<file path="src/rtl/tlul_dma_copy_pkg.sv">
// rtl/tlul_dma_copy_pkg.sv - State type and constants for the TL-UL block copy engine.
package tlul_dma_copy_pkg;

   typedef enum logic [2:0] {
      IDLE   = 3'd0,
      RD_REQ = 3'd1,
      RD_RSP = 3'd2,
      WR_REQ = 3'd3,
      WR_RSP = 3'd4,
      FIN    = 3'd5
   } dma_state_e;

   localparam logic [31:0] WordBytes = 32'd4;
   localparam logic [3:0]  FullMask  = 4'hF;

endpackage

</file>
<file path="src/rtl/tlul_pkg.sv">
// rtl/tlul_pkg.sv - TL-UL channel types, opcodes and integrity folding helper.
package tlul_pkg;

   typedef enum logic [2:0] {
      PutFullData    = 3'h0,
      PutPartialData = 3'h1,
      Get            = 3'h4
   } tl_a_op_e;

   typedef enum logic [2:0] {
      AccessAck     = 3'h0,
      AccessAckData = 3'h1
   } tl_d_op_e;

   typedef struct packed {
      logic [6:0] cmd_intg;
      logic [6:0] data_intg;
   } tl_a_user_t;

   typedef struct packed {
      logic [6:0] rsp_intg;
      logic [6:0] data_intg;
   } tl_d_user_t;

   typedef struct packed {
      logic        a_valid;
      logic [2:0]  a_opcode;
      logic [2:0]  a_param;
      logic [1:0]  a_size;
      logic [7:0]  a_source;
      logic [31:0] a_address;
      logic [3:0]  a_mask;
      logic [31:0] a_data;
      tl_a_user_t  a_user;
      logic        d_ready;
   } tl_h2d_t;

   typedef struct packed {
      logic        d_valid;
      logic [2:0]  d_opcode;
      logic [2:0]  d_param;
      logic [1:0]  d_size;
      logic [7:0]  d_source;
      logic        d_sink;
      logic [31:0] d_data;
      tl_d_user_t  d_user;
      logic        d_error;
      logic        a_ready;
   } tl_d2h_t;

   // XOR-fold of 64 bits into a 7-bit check code, shared by generator and checker.
   function automatic logic [6:0] fold_intg(input logic [63:0] v);
      logic [6:0] acc;
      acc = 7'h7F;
      for (int i = 0; i < 10; i++) acc = acc ^ 7'(v >> (7 * i));
      return acc;
   endfunction

endpackage

</file>
<file path="src/rtl/tlul_cmd_intg_gen.sv">
// rtl/tlul_cmd_intg_gen.sv - Fills A-channel a_user with command and data integrity codes.
module tlul_cmd_intg_gen
   import tlul_pkg::*;
(
   input  tl_h2d_t tl_i,
   output tl_h2d_t tl_o
);

   always_comb begin
      tl_o = tl_i;
      tl_o.a_user.cmd_intg  = fold_intg({15'h0, tl_i.a_opcode, tl_i.a_address, tl_i.a_mask,
                                         tl_i.a_size, tl_i.a_source});
      tl_o.a_user.data_intg = fold_intg({32'h0, tl_i.a_data});
   end

endmodule

</file>
<file path="src/rtl/tlul_rsp_intg_chk.sv">
// rtl/tlul_rsp_intg_chk.sv - Flags a D-channel response whose d_user integrity does not match.
module tlul_rsp_intg_chk
   import tlul_pkg::*;
(
   input  tl_d2h_t tl_i,
   output logic    err_o
);

   logic [6:0] rsp_exp;
   logic [6:0] data_exp;
   logic       unused_tl;

   assign rsp_exp   = fold_intg({50'h0, tl_i.d_opcode, tl_i.d_size, tl_i.d_source, tl_i.d_error});
   assign data_exp  = fold_intg({32'h0, tl_i.d_data});
   assign err_o     = (rsp_exp != tl_i.d_user.rsp_intg) || (data_exp != tl_i.d_user.data_intg);
   assign unused_tl = ^tl_i;

endmodule

</file>
<file path="src/rtl/tlul_dma_copy.sv">
// rtl/tlul_dma_copy.sv - TL-UL host engine copying 32-bit words, one transaction in flight.
// Response integrity checking is enabled by TLUL_DMA_COPY_RSP_INTG_CHK_EN.
module tlul_dma_copy
   import tlul_pkg::*;
   import tlul_dma_copy_pkg::*;
#(
   parameter int unsigned LenW     = 16,
   parameter logic [7:0]  SourceId = 8'h00
) (
   input  logic            clk_i,
   input  logic            rst_ni,
   input  logic            start_i,
   input  logic [31:0]     src_addr_i,
   input  logic [31:0]     dst_addr_i,
   input  logic [LenW-1:0] len_i,
   output logic            busy_o,
   output logic            done_o,
   output logic            err_o,
   output tl_h2d_t         tl_h_o,
   input  tl_d2h_t         tl_h_i
);

   dma_state_e      state_q, state_d;
   logic [31:0]     src_q, dst_q, data_q;
   logic [LenW-1:0] cnt_q;
   logic            err_q;
   logic            misaligned, a_hs, d_hs, rsp_bad, intg_err;
   logic [2:0]      exp_d_op;
   tl_h2d_t         tl_raw;
   logic            unused_tl;

   assign misaligned = (src_addr_i[1:0] != 2'b00) || (dst_addr_i[1:0] != 2'b00);
   assign a_hs       = tl_raw.a_valid & tl_h_i.a_ready;
   assign d_hs       = tl_raw.d_ready & tl_h_i.d_valid;
   assign exp_d_op   = (state_q == RD_RSP) ? AccessAckData : AccessAck;
   // A response that is not addressed to us or has the wrong shape counts as a bus error.
   assign rsp_bad    = tl_h_i.d_error || (tl_h_i.d_source != SourceId) ||
                       (tl_h_i.d_opcode != exp_d_op) || intg_err;
   assign unused_tl  = ^{tl_h_i.d_param, tl_h_i.d_size, tl_h_i.d_sink, tl_h_i.d_user};

`ifdef TLUL_DMA_COPY_RSP_INTG_CHK_EN
   tlul_rsp_intg_chk u_rsp_intg_chk (
      .tl_i  (tl_h_i),
      .err_o (intg_err)
   );
`else
   assign intg_err = 1'b0;
`endif

   always_ff @(posedge clk_i or negedge rst_ni) begin
      if (!rst_ni) state_q <= IDLE;
      else         state_q <= state_d;
   end

   always_comb begin
      state_d = state_q;
      unique case (state_q)
         IDLE:    if (start_i) state_d = (misaligned || len_i == '0) ? FIN : RD_REQ;
         RD_REQ:  if (a_hs) state_d = RD_RSP;
         RD_RSP:  if (d_hs) state_d = rsp_bad ? FIN : WR_REQ;
         WR_REQ:  if (a_hs) state_d = WR_RSP;
         WR_RSP:  if (d_hs) state_d = (rsp_bad || cnt_q == LenW'(1)) ? FIN : RD_REQ;
         FIN:     state_d = IDLE;
         default: state_d = IDLE;
      endcase
   end

   always_ff @(posedge clk_i or negedge rst_ni) begin
      if (!rst_ni) begin
         src_q  <= '0;
         dst_q  <= '0;
         data_q <= '0;
         cnt_q  <= '0;
         err_q  <= 1'b0;
      end else begin
         case (state_q)
            IDLE: if (start_i) begin
               src_q <= src_addr_i;
               dst_q <= dst_addr_i;
               cnt_q <= len_i;
               err_q <= misaligned;
            end
            RD_RSP: if (d_hs) begin
               if (rsp_bad) err_q  <= 1'b1;
               else         data_q <= tl_h_i.d_data;
            end
            WR_RSP: if (d_hs) begin
               if (rsp_bad) begin
                  err_q <= 1'b1;
               end else begin
                  src_q <= src_q + WordBytes;
                  dst_q <= dst_q + WordBytes;
                  cnt_q <= cnt_q - LenW'(1);
               end
            end
            default: ;
         endcase
      end
   end

   // Request fields come straight from registers that only move in IDLE/*_RSP, so they hold under backpressure.
   always_comb begin
      tl_raw          = '0;
      tl_raw.a_size   = 2'd2;
      tl_raw.a_mask   = FullMask;
      tl_raw.a_source = SourceId;
      busy_o          = (state_q != IDLE);
      done_o          = (state_q == FIN);
      case (state_q)
         RD_REQ: begin
            tl_raw.a_valid   = 1'b1;
            tl_raw.a_opcode  = Get;
            tl_raw.a_address = src_q;
         end
         WR_REQ: begin
            tl_raw.a_valid   = 1'b1;
            tl_raw.a_opcode  = PutFullData;
            tl_raw.a_address = dst_q;
            tl_raw.a_data    = data_q;
         end
         RD_RSP, WR_RSP: tl_raw.d_ready = 1'b1;
         default: ;
      endcase
   end

   tlul_cmd_intg_gen u_cmd_intg_gen (
      .tl_i (tl_raw),
      .tl_o (tl_h_o)
   );

   assign err_o = err_q;

endmodule

</file>
<file path="config.mk">
export PLATFORM = sky130hd
export DESIGN_NAME = tlul_dma_copy
export DESIGN_NICKNAME = d
export VERILOG_FILES = /design/src/rtl/tlul_dma_copy_pkg.sv /design/src/rtl/tlul_pkg.sv /design/src/rtl/tlul_cmd_intg_gen.sv /design/src/rtl/tlul_rsp_intg_chk.sv /design/src/rtl/tlul_dma_copy.sv
export SDC_FILE = /design/constraint.sdc
export NUM_CORES = 1
export LEC_CHECK = 0
export ABC_AREA = 1
export BUFFER_PORTS_ARGS = -buffer_cell sky130_fd_sc_hd__buf_2
export CORE_MARGIN = 1.5
export CORE_UTILIZATION = 58
export CTS_CLUSTER_DIAMETER = 150
export DETAILED_ROUTE_END_ITERATION = 10
export GPL_ROUTABILITY_DRIVEN = 0
export PLACE_DENSITY = 0.87
export SYNTH_ARGS = -nofsm -noshare
export SYNTH_HDL_FRONTEND = slang
export SYNTH_SLANG_ARGS = --single-unit
</file>
<file path="constraint.sdc">
create_clock -name clk_i -period 3.9 [get_ports clk_i]
set_input_delay 0.195 -clock clk_i [delete_from_list [all_inputs] [get_ports clk_i]]
set_output_delay 0.195 -clock clk_i [all_outputs]
set_load 0.01 [all_outputs]
</file>
=== After elaboration in Yosys (flattened, before gate mapping) ===
Cells that the tools add are included.

* Input bits: 149
* Word-level logic and storage cells: 85
* Register bits after elaboration: 116
* Output and inout port bits: 103

* Equal/unequal tests: 15
* Muxes and demuxes: 30
* Reduce and logical (&&, ||, !) cells: 18
* Add/sub/neg operators: 3
* Bitwise operators: 13

{| class="wikitable"
|+ Operators with widths
! kind !! number
|-
| 2-to-1 mux 32 bit || 7
|-
| case mux 32 bit (2 select lines) || 3
|-
| adder 32 x 3 -> 32 bit, second input constant || 2
|-
| bitwise XOR 7 bit || 7
|-
| 2-to-1 mux 16 bit || 3
|-
| case mux 16 bit (2 select lines) || 1
|-
| 2-to-1 mux 3 bit || 8
|-
| == test 16 x 1 -> 1 bit, second input constant || 1
|-
| logical NOT 16 bit || 1
|-
| subtractor 16 x 1 -> 16 bit, second input constant || 1
|-
| case mux 3 bit (5 select lines) || 1
|-
| != test 2 bit, second input constant || 6
|-
| case mux 4 bit (2 select lines) || 1
|-
| AND reduction 4 bit || 2
|-
| nonzero test 2 bit || 4
|-
| nonzero test 8 bit || 1
|-
| inverter 7 bit || 1
|-
| bitwise XOR 7 x 4 -> 7 bit || 1
|-
| == test 3 x 2 -> 1 bit, second input constant || 2
|-
| == test 3 bit, second input constant || 2
|-
| logical OR 1 bit || 5
|-
| 2-to-1 mux 1 bit || 5
|-
| AND reduction 5 bit || 1
|-
| != test 2 x 1 -> 1 bit, second input constant || 2
|-
| other kinds (10) || 11
|}

=== Depth between registers and ports, before layout ===
Gate-level depths: netlist (run 1).

* Depth after elaboration: 8
* Gate-level depth with buffers: 13

=== By module ===
From an unflattened synthesis (run 1), not the netlist that was laid out.

* Cell total of the unflattened synthesis: 1657
* Area, all modules: 9824.4 sq um

{| class="wikitable"
|+ By module, submodules not included
! module !! area an instance (sq um) !! seq. area each (sq um) !! cells each !! times used
|-
| tlul_dma_copy || 7951.4 || 2902.8 || 1269 || 1
|-
| tlul_cmd_intg_gen || 1873.0 || 0.0 || 388 || 1
|}

=== Worst setup path before layout (run 1) ===
Ideal clock, no wire load.

* Path kind: reg-to-output
* From: register state_q[2]
* To: output tl_h_o[5] in the netlist's numbering
* Path buffers: 2
* Stages on the path, launching flop included: 8
* Setup slack: 2100 ps
* Required time: 3705 ps
* Data arrival time: 1605 ps
* Cell sequence: dfrtp_1 > inv_2 > nand3_4 > buf_2 > buf_2 > nor2_1 > xor2_1 > xnor2_1

{| class="wikitable"
|+ RTL lines
! item !! line !! source
|-
| start: declaration || tlul_dma_copy.sv:23 || <nowiki>dma_state_e state_q, state_d;</nowiki>
|-
| start signal: assignment || tlul_dma_copy.sv:52 || <nowiki>else state_q <= state_d;</nowiki>
|-
| end: declaration || tlul_dma_copy.sv:19 || <nowiki>output tl_h2d_t tl_h_o,</nowiki>
|}

==> reports/results.ini, run 1 <==
[global_route]
grt_pass1_vias = 9408
grt_max_degree = 103
grt_overflow = 0
grt_pass1_wl_um = 44900
antenna_found_initial = 0
grt_usage = 0.348

[worst_setup_path]
critical_path_class = reg -> out
path_cells = nand3_4 -> inv_2 -> nand2_1 -> nand2_1 -> o21ai_0 -> or2_2 -> nand2_1 -> nand2_1 -> nand2_1 -> buf_2
cp.required_ps = 3700
cp-end-kind = output pin
worstRegToRegCells = 10
cpMostUsedCell = nand2_1
slowest_stage = dfrtp_1
max_stage_delay_ps = 620
cp_max_fo = 53
critical_path_arrival_ps = 3030
cp-start-kind = register

[power]
power.leakage_uw = 0.00593
power_density_nw_per_um2 = 725
ir_worst_vdd_uv = 384
power.total_uw = 7720

[clock_tree]
cts_tree = done
clock_sinks = 116
cts.clk_slew.worst_paths_ps = 60
h-tree-depth = 4
cts_inserted_buffers = 17
cts_setup_buffers = 0
cts_buffer_depth = 2
clock_latency_ps = 430
cts_root_buf = clkbuf_16
cts_resized = 0

[run]
drv_cap = 0

[routing]
wire_per_inst_um = 14.8
dr.pass1.iters = 5
remaining_drc_errors = 0
vias_per_cell = 5.41
drt-initial-drc-count = 984
postRouteAntennaNets = 0
via_count = 10200
finalWirelength_um = 27800

[logic_synthesis]
yosysTopAreaCellShare = 0.323
syn_area_per_cell_um2 = 6.02
synth-seq-cells = 116
yosysMostFrequentCell = nand2_1
netlist_top_cells_count = nand2_1 (570), nor2_1 (228), inv_1 (157)
yosysSeqAreaShare = 0.323
synthCells = 1493
syn_area_um2 = 8980
yosysTopAreaCell = dfrtp_1
synth_edf_count = 0
synth_cell_type_count = 38
synth_area_leaders = dfrtp_1 (32%), nand2_1 (24%), nor2_1 (9.5%), inv_1 (6.6%), nand3_1 (5.9%)
synth_flop_cell = dfrtp_1
yosys_warnings = 0
async_reset_ff_frac = 1.00

[min_path]
hp-class = in -> reg
hold_path_depth = 3

[timing]
hold_viol_final = 0
maxSlewHeadroom = 0.283
fin_skew_ps = 5.83
rsz0062_at_grt = no
tns_ps = 0
fmax_mhz = 310
setup_viol_count_final = 0
worstMarginPinSlew_ps = 1070
final.min_clock_period_ps = 3220
post-route-period-util = 0.826
slew_violations = 0

[layout]
multi_input_area_um2 = 5090
fin_cells = 1882
diodes = 0
ff_latch_area_um2 = 2900
nNetsFinal = 1834
fillerInstances = 1332
drive_gt1_frac = 0.161
area_delta_synth_final_pct = 18.5

[die]
core_area_um2 = 15100
rows = 45
fp.dieH_um = 127
num_io_pins = 252
start_util = 0.593
die-area_um2 = 16200
die_x_um = 127

[placement]
hpwlAfterDp_um = 20700
placed_cells = 1849
portBuffers = 212

[outcome]
outcome = finished clean

## logic make-up (layout without fill, tap and decap cells)
group	Yosys count	in the layout	synth area share
flops	116	116	0.323
mux	8	8	0.00892
xor+xnor	30	30	0.0293
fa+ha+maj	4	4	0.00557
compound gates	142	142	0.0829
simple gates	959	959	0.431
other cells	2	19	0.000836
buf+inv	232	416	0.118
## repair_timing
action / 4_1_cts / 5_1_grt
endpoints found under the hold margin: 39 / 0
hold buffers: 1 / 0
setup endpoints to repair: 0 / 0
## power by group
part	internal [uW]	leakage [uW]	total (uW)	switching, uW
clock	1150	0.000315	1740	587
sequential	1630	0.00139	2190	560
combinational	1260	0.00423	3790	2530
## layout by cell type, fill, tap and decap left out, drive strengths merged, types with 19 or more instances in the layout
master / instances
nand2: 573
nor2: 229
buf: 219
inv: 165
dfrtp: 116
nand3: 109
o21ai: 83
a21oi: 37
nor3: 27
xor2: 20
o22ai: 20
clkbuf: 20
conb: 19
## per-layer routing
layer	up-vias	global-route usage	part of all wire	wire length, um
li1	4981	-	-	-
met1	4555	0.421	0.39	10800
met2	537	0.560	0.46	12700
met3	118	0.0833	0.096	2670
met4	0	0.222	0.059	1640
met5	-	0	0	0
## final timing paths
| kind | start | end | slack [ps] |
|---|---|---|---|
| max in group asynchronous | rst_ni | dst_q[13] | 2640 |
| min in group asynchronous | rst_ni | data_q[11] | 310 |
| max | state_q[0] | tl_h_o[3] | 680 |
| min | tl_h_i[47] | data_q[31] | 20 |
| min reg2reg | cnt_q[14] | cnt_q[14] | 480 |
| max reg2reg | state_q[0] | data_q[15] | 1250 |
## critical path, delay by kind of cell, from the launching register on
family	cells	cell delay [ps]
compound gates	1	120
flops	1	620
buf+inv	2	580
simple gates	7	1260
## per-stage QoR
| step | instance area, um^2 | worst slack [ps] | util | hold slack [ps] |
|---|---|---|---|---|
| final | 10600 | 679 | 0.703 | 16.3 |
| after global routing | 10600 | 486 | 0.703 | 24.1 |
| after CTS | 10600 | 698 | 0.703 | 6.13 |
| after detailed placement | 9980 | 1170 | 0.659 | 219 |
| after global placement | 9980 | 1230 | 0.659 | 218 |
| after floorplan | 9040 | 2100 | - | -101 |
## sequential cells by signal, indices dropped and copies added, names as in the netlist
register / cells
data_q: 32
dst_q: 32
src_q: 32
cnt_q: 16
state_q: 3
err_o: 1
## area by class of cell
type / instances / share of cell area
Multi-Input combinational cell: 1162 / 0.478
Sequential cell: 116 / 0.273
Timing Repair Buffer: 220 / 0.108
Inverter: 164 / 0.0579
Clock buffer: 20 / 0.0420
Tap cell: 188 / 0.0221
Clock inverter: 12 / 0.0190
No activity file was read; power rests on OpenSTA's default activity.
==> run 2, diff against run 1 <==
--- a/config.mk
+++ b/config.mk
@@ -8,11 +8,11 @@
 export ABC_AREA = 1
 export BUFFER_PORTS_ARGS = -buffer_cell sky130_fd_sc_hd__buf_2
 export CORE_MARGIN = 1.5
-export CORE_UTILIZATION = 58
+export CORE_UTILIZATION = 54
 export CTS_CLUSTER_DIAMETER = 150
 export DETAILED_ROUTE_END_ITERATION = 10
 export GPL_ROUTABILITY_DRIVEN = 0
-export PLACE_DENSITY = 0.87
+export PLACE_DENSITY = 0.82
 export SYNTH_ARGS = -nofsm -noshare
 export SYNTH_HDL_FRONTEND = slang
 export SYNTH_SLANG_ARGS = --single-unit
==> constraint.sdc (replaced) <==
create_clock -name clk_i -period 3.1 [get_ports clk_i]
set_input_delay 0.155 -clock clk_i [delete_from_list [all_inputs] [get_ports clk_i]]
set_output_delay 0.155 -clock clk_i [all_outputs]
set_load 0.01 [all_outputs]
==> reports/results.ini, run 2 (same netlist as run 1, synthesis figures left out) <==
[die]
fp.dieH_um = 132  ; +3.6%
die_x_um = 132  ; +3.6%
rows = 46  ; +2.2%
die-area_um2 = 17400  ; +7.2%
start_util = 0.559  ; -0.0337
core_area_um2 = 16100  ; +6.0%
num_io_pins = 252  ; unchanged

[worst_setup_path]
critical_path_arrival_ps = 2680  ; -350 ps
path_cells = nand3_4 -> inv_2 -> nand2_1 -> nand2_1 -> o21ai_0 -> or2_2 -> nand2_1 -> nand2_1 -> nand2_1 -> buf_2
cp_max_fo = 24  ; -55%
cp-start-kind = register
cpMostUsedCell = nand2_1
max_stage_delay_ps = 620  ; about the same
cp.required_ps = 2940  ; -760 ps
crit_family = simple AND/OR/NAND/NOR gates
cp-end-kind = output pin
slowest_stage = dfrtp_1
timing.critical_path.buf_inv = 2  ; unchanged
critical_path_class = reg -> out

[power]
ir_worst_vdd_uv = 537  ; +40%
power.leakage_uw = 0.00601  ; +1.4%
power_density_nw_per_um2 = 884  ; +22%

[placement]
hpwlAfterDp_um = 21300  ; +3.1%
portBuffers = 212  ; unchanged

[clock_tree]
cts_tree = done
cts_root_buf = clkbuf_16
cts.clk_slew.worst_paths_ps = 60  ; about the same
cts_resized = 0  ; unchanged
cts_setup_buffers = 0  ; unchanged
cts_inserted_buffers = 17  ; unchanged
clock_latency_ps = 430  ; about the same
clock_sinks = 116  ; unchanged
cts_buffer_depth = 2  ; unchanged
ctsHoldBuffers = 22  ; +21
h-tree-depth = 4  ; unchanged

[timing]
post-route-period-util = 0.914
hold_ws_ps = 1.48  ; -14.8 ps
worstMarginPinSlew_ps = 803  ; -271 ps
slew_violations = 0  ; unchanged
rsz0062_at_grt = no
setup_viol_count_final = 0  ; unchanged
fmax_mhz = 353
maxSlewHeadroom = 0.465  ; +0.181
final.min_clock_period_ps = 2830
tns_ps = 0  ; unchanged
fin_skew_ps = 11.9  ; +6.05 ps
hold_viol_final = 0  ; unchanged

[layout]
final_util = 0.678  ; -0.0246
drive_gt1_frac = 0.161  ; +0.000573
nNetsFinal = 1859  ; +1.4%
final_common_cell = nand2_1
largestRegisters = data_q x32, dst_q x32, src_q x32
final_cell_mix = nand2_1 (569), nor2_1 (228), buf_2 (211)
area_delta_synth_final_pct = 21.2
diodes = 0  ; unchanged

[routing]
vias_per_cell = 5.32  ; -1.7%
via_count = 10300  ; +1.1%
drt-initial-drc-count = 1093  ; +11%
wire_per_inst_um = 15.0  ; +1.8%
remaining_drc_errors = 0  ; unchanged
postRouteAntennaNets = 0  ; unchanged
dr.pass1.iters = 7  ; +2
finalWirelength_um = 29100  ; +4.7%

[global_route]
grt_pass1_vias = 9530  ; +1.3%
grt_usage = 0.336  ; -0.0118
grt_pass1_wl_um = 47000  ; +4.7%
grt_max_degree = 92  ; -11%
grt_overflow = 0  ; unchanged
antenna_found_initial = 0  ; unchanged

[run]
drv_cap = 0  ; unchanged

[outcome]
outcome = finished clean

[min_path]
hp-class = in -> reg

run 2: cell count changes in the layout (fill, tap and decap cells not counted), sizes merged:
cell / delta
bufinv: -2
buf: +3
clkbuf: -3
dlygate4sd3: +22
clkinv: +2
clkinvlp: +2
inv: +1
run 2: worst paths after layout:
path / from / to / slack, ps / cells after the start
min in group asynchronous: rst_ni / cnt_q[8] / 310 / 2
hold reg to reg: data_q[23] / data_q[23] / 490 / 2
setup reg to reg: state_q[0] / dst_q[7] / 640 / 10
hold / removal: tl_h_i[23] / data_q[7] / 1 / 3
max in group asynchronous: rst_ni / dst_q[15] / 1760 / 3
setup / recovery: state_q[0] / tl_h_o[3] / 270 / 10
run 2: power by group:
part / internal [uW] / leakage [uW] / switching, uW
registers: 2050 / 0.00139 / 724
logic: 1610 / 0.00433 / 3210
clock network: 1270 / 0.000290 / 768
run 2: cell type report:
class                   count  area, um^2
multi-input cells        1162        5090
flip-flops and latches    116        2900
inverters                 164         616
well taps                 216         270
repair buffers            245        1410
clock buffers              17         425
clock inverters            15         180
fillers                  1407        5170
run 2: metal layers:
| metal | share of wire | GRT usage | wire [um] |
|---|---|---|---|
| met4 | 0.051 | 0.168 | 1480 |
| met5 | 0 | 0 | 0 |
| met2 | 0.46 | 0.545 | 13300 |
| met3 | 0.10 | 0.0796 | 3050 |
| met1 | 0.39 | 0.421 | 11300 |
run 2: worst register-to-register path, cell delays in order, from the launching register on:
cell and delay, ps:
dfrtp_1 540, nor2_1 220, nand2_1 130, inv_2 80, nand2_1 180, o21ai_2 140, nand2_4 210, inv_2 420
buf_12 240, nand2_1 90, o21ai_0 100
run 2: per-stage QoR:
step | setup slack, ps | power (uW) | std cells | area [um^2]
6_report | 268 | 9630 | 1935 | 10900
5_1_grt | 80.2 | 10400 | 1935 | 10900
4_1_cts | 352 | 9520 | 1934 | 10900
3_5_place_dp | 729 | 7440 | 1880 | 10100
3_3_place_gp | 829 | 7290 | 1880 | 10100
2_1_floorplan | 1340 | 5970 | 1510 | 9040
==> run 3, diff against run 2 <==
--- a/config.mk
+++ b/config.mk
@@ -12,7 +12,7 @@
 export CTS_CLUSTER_DIAMETER = 150
 export DETAILED_ROUTE_END_ITERATION = 10
 export GPL_ROUTABILITY_DRIVEN = 0
-export PLACE_DENSITY = 0.82
+export PLACE_DENSITY = 0.83
 export SYNTH_ARGS = -nofsm -noshare
 export SYNTH_HDL_FRONTEND = slang
 export SYNTH_SLANG_ARGS = --single-unit
==> reports/results.ini, run 3 (same netlist as run 1, synthesis figures left out) <==
[power]
power.total_uw = 9670  ; +0.49%
power.leakage_uw = 0.00601  ; about the same
power_density_nw_per_um2 = 889  ; +0.57%
ir_worst_vdd_uv = 694  ; +29%

[worst_setup_path]
slowest_stage = dfrtp_1
worstRegToRegCells = 9  ; -1
cp-end-kind = output pin
cp-start-kind = register
max_stage_delay_ps = 550  ; -70 ps
crit_family = simple AND/OR/NAND/NOR gates
critical_path_class = reg -> out
cp_max_fo = 36  ; +50%
cpMostUsedCell = nand2_1
cp.required_ps = 2940  ; about the same
timing.critical_path.buf_inv = 2  ; unchanged
path_depth = 10  ; unchanged
critical_path_arrival_ps = 2610  ; -70 ps
path_cells = nand3_4 -> buf_4 -> nor2_1 -> nand2_1 -> o21ai_0 -> or2_2 -> nand2_1 -> nand2_1 -> nand2_1 -> buf_2

[layout]
largestRegisters = data_q x32, dst_q x32, src_q x32
area_delta_synth_final_pct = 21.1  ; about the same
drive_gt1_frac = 0.163  ; +0.00175
design_area_um2 = 10900  ; about the same
final_cell_mix = nand2_1 (569), nor2_1 (228), buf_2 (211)
final_common_cell = nand2_1
diodes = 0  ; unchanged
fin_cells = 1935  ; unchanged
nNetsFinal = 1859  ; unchanged

[routing]
vias_per_cell = 5.37  ; +0.98%
postRouteAntennaNets = 0  ; unchanged
drt-initial-drc-count = 1051  ; -3.8%
finalWirelength_um = 29300  ; +0.73%
wire_per_inst_um = 15.2  ; +0.73%
via_count = 10400  ; +0.98%
dr.pass1.iters = 6  ; -1
remaining_drc_errors = 0  ; unchanged

[die]
start_util = 0.559  ; unchanged
num_io_pins = 252  ; unchanged
die-area_um2 = 17400  ; unchanged
fp.dieH_um = 132  ; unchanged
core_area_um2 = 16100  ; unchanged
rows = 46  ; unchanged
die_x_um = 132  ; unchanged

[clock_tree]
clock_latency_ps = 420  ; about the same
cts_resized = 0  ; unchanged
ctsHoldBuffers = 20  ; -9.1%
clock_sinks = 116  ; unchanged
cts_inserted_buffers = 17  ; unchanged
cts.clk_slew.worst_paths_ps = 60  ; about the same
cts_tree = done
cts_root_buf = clkbuf_16
h-tree-depth = 4  ; unchanged
cts_buffer_depth = 2  ; unchanged
cts_setup_buffers = 0  ; unchanged

[timing]
rsz0062_at_grt = no
hold_ws_ps = 4.24  ; +2.76 ps
tns_ps = 0  ; unchanged
post-route-period-util = 0.892  ; -0.0211
worstMarginPinSlew_ps = 872  ; +69.2 ps
fin_skew_ps = 10.4  ; -1.48 ps
setup_viol_count_final = 0  ; unchanged
fmax_mhz = 361  ; +2.4%
hold_viol_final = 0  ; unchanged
final.min_clock_period_ps = 2770  ; -65.5 ps
slew_violations = 0  ; unchanged
maxSlewHeadroom = 0.419  ; -0.0462

[global_route]
grt_max_degree = 78  ; -15%
antenna_found_initial = 0  ; unchanged
grt.busiest_layer = met2
grt_usage = 0.340  ; +0.00351
grt_util_met3 = 0.0754  ; -0.00423
grtUsageMet2 = 0.552  ; +0.00756
grt_pass1_vias = 9799  ; +2.8%
globalRouteMet1Util = 0.423  ; +0.00116
grt_pass1_wl_um = 47300  ; +0.53%
grt_overflow = 0  ; unchanged

[outcome]
outcome = finished clean

[min_path]
hold_path_depth = 3  ; unchanged
hp-class = in -> reg

[run]
drv_cap = 0  ; unchanged

[placement]
placed_cells = 1883  ; +0.16%
placedInstanceArea_um2 = 10100  ; +0.22%
hpwlAfterDp_um = 21700  ; +1.6%
portBuffers = 212  ; unchanged

## run 3: worst paths after layout
| check | startpoint | endpoint | slack [ps] |
|---|---|---|---|
| min reg2reg | cnt_q[14] | cnt_q[14] | 480 |
| max | state_q[0] | tl_h_o[3] | 330 |
| min in group asynchronous | rst_ni | cnt_q[10] | 380 |
| max reg2reg | state_q[0] | src_q[16] | 670 |
| max in group asynchronous | rst_ni | data_q[28] | 1830 |
| min | tl_h_i[25] | data_q[9] | 4 |
## run 3: tightest hold or removal path, stage by stage
cell and delay (ps):
buf_2 80, nor2_1 40, a21oi_1 110
## run 3: report_power, final
group,total [uW],leakage (uW),switching [uW],internal [uW]
Combinational,4860,0.00434,3240,1620
Clock,2040,0.000286,772,1270
Sequential,2780,0.00139,732,2050
Total,9670,0.00601,4740,4930
## run 3: metrics by stage
| stage | utilization | worst slack [ps] |
|---|---|---|
| after detailed placement | 0.627 | 787 |
| after floorplan | - | 1340 |
| after global routing | 0.677 | 108 |
| after global placement | 0.627 | 810 |
| after CTS | 0.677 | 352 |
| final | 0.677 | 334 |
## run 3: cell type report
type                            count  area (um^2)
Clock inverter                     15          179
Timing Repair Buffer              245         1400
Tap cell                          216          270
Fill cell                        1436         5180
Clock buffer                       17          425
Inverter                          164          616
Sequential cell                   116         2900
Multi-Input combinational cell   1162         5090
## run 3: per-layer routing
metal  part of all wire  vias up
met2               0.46      557
li1                   -     5032
met5                  0        -
met1               0.39     4687
met4              0.051        0
met3               0.10      124
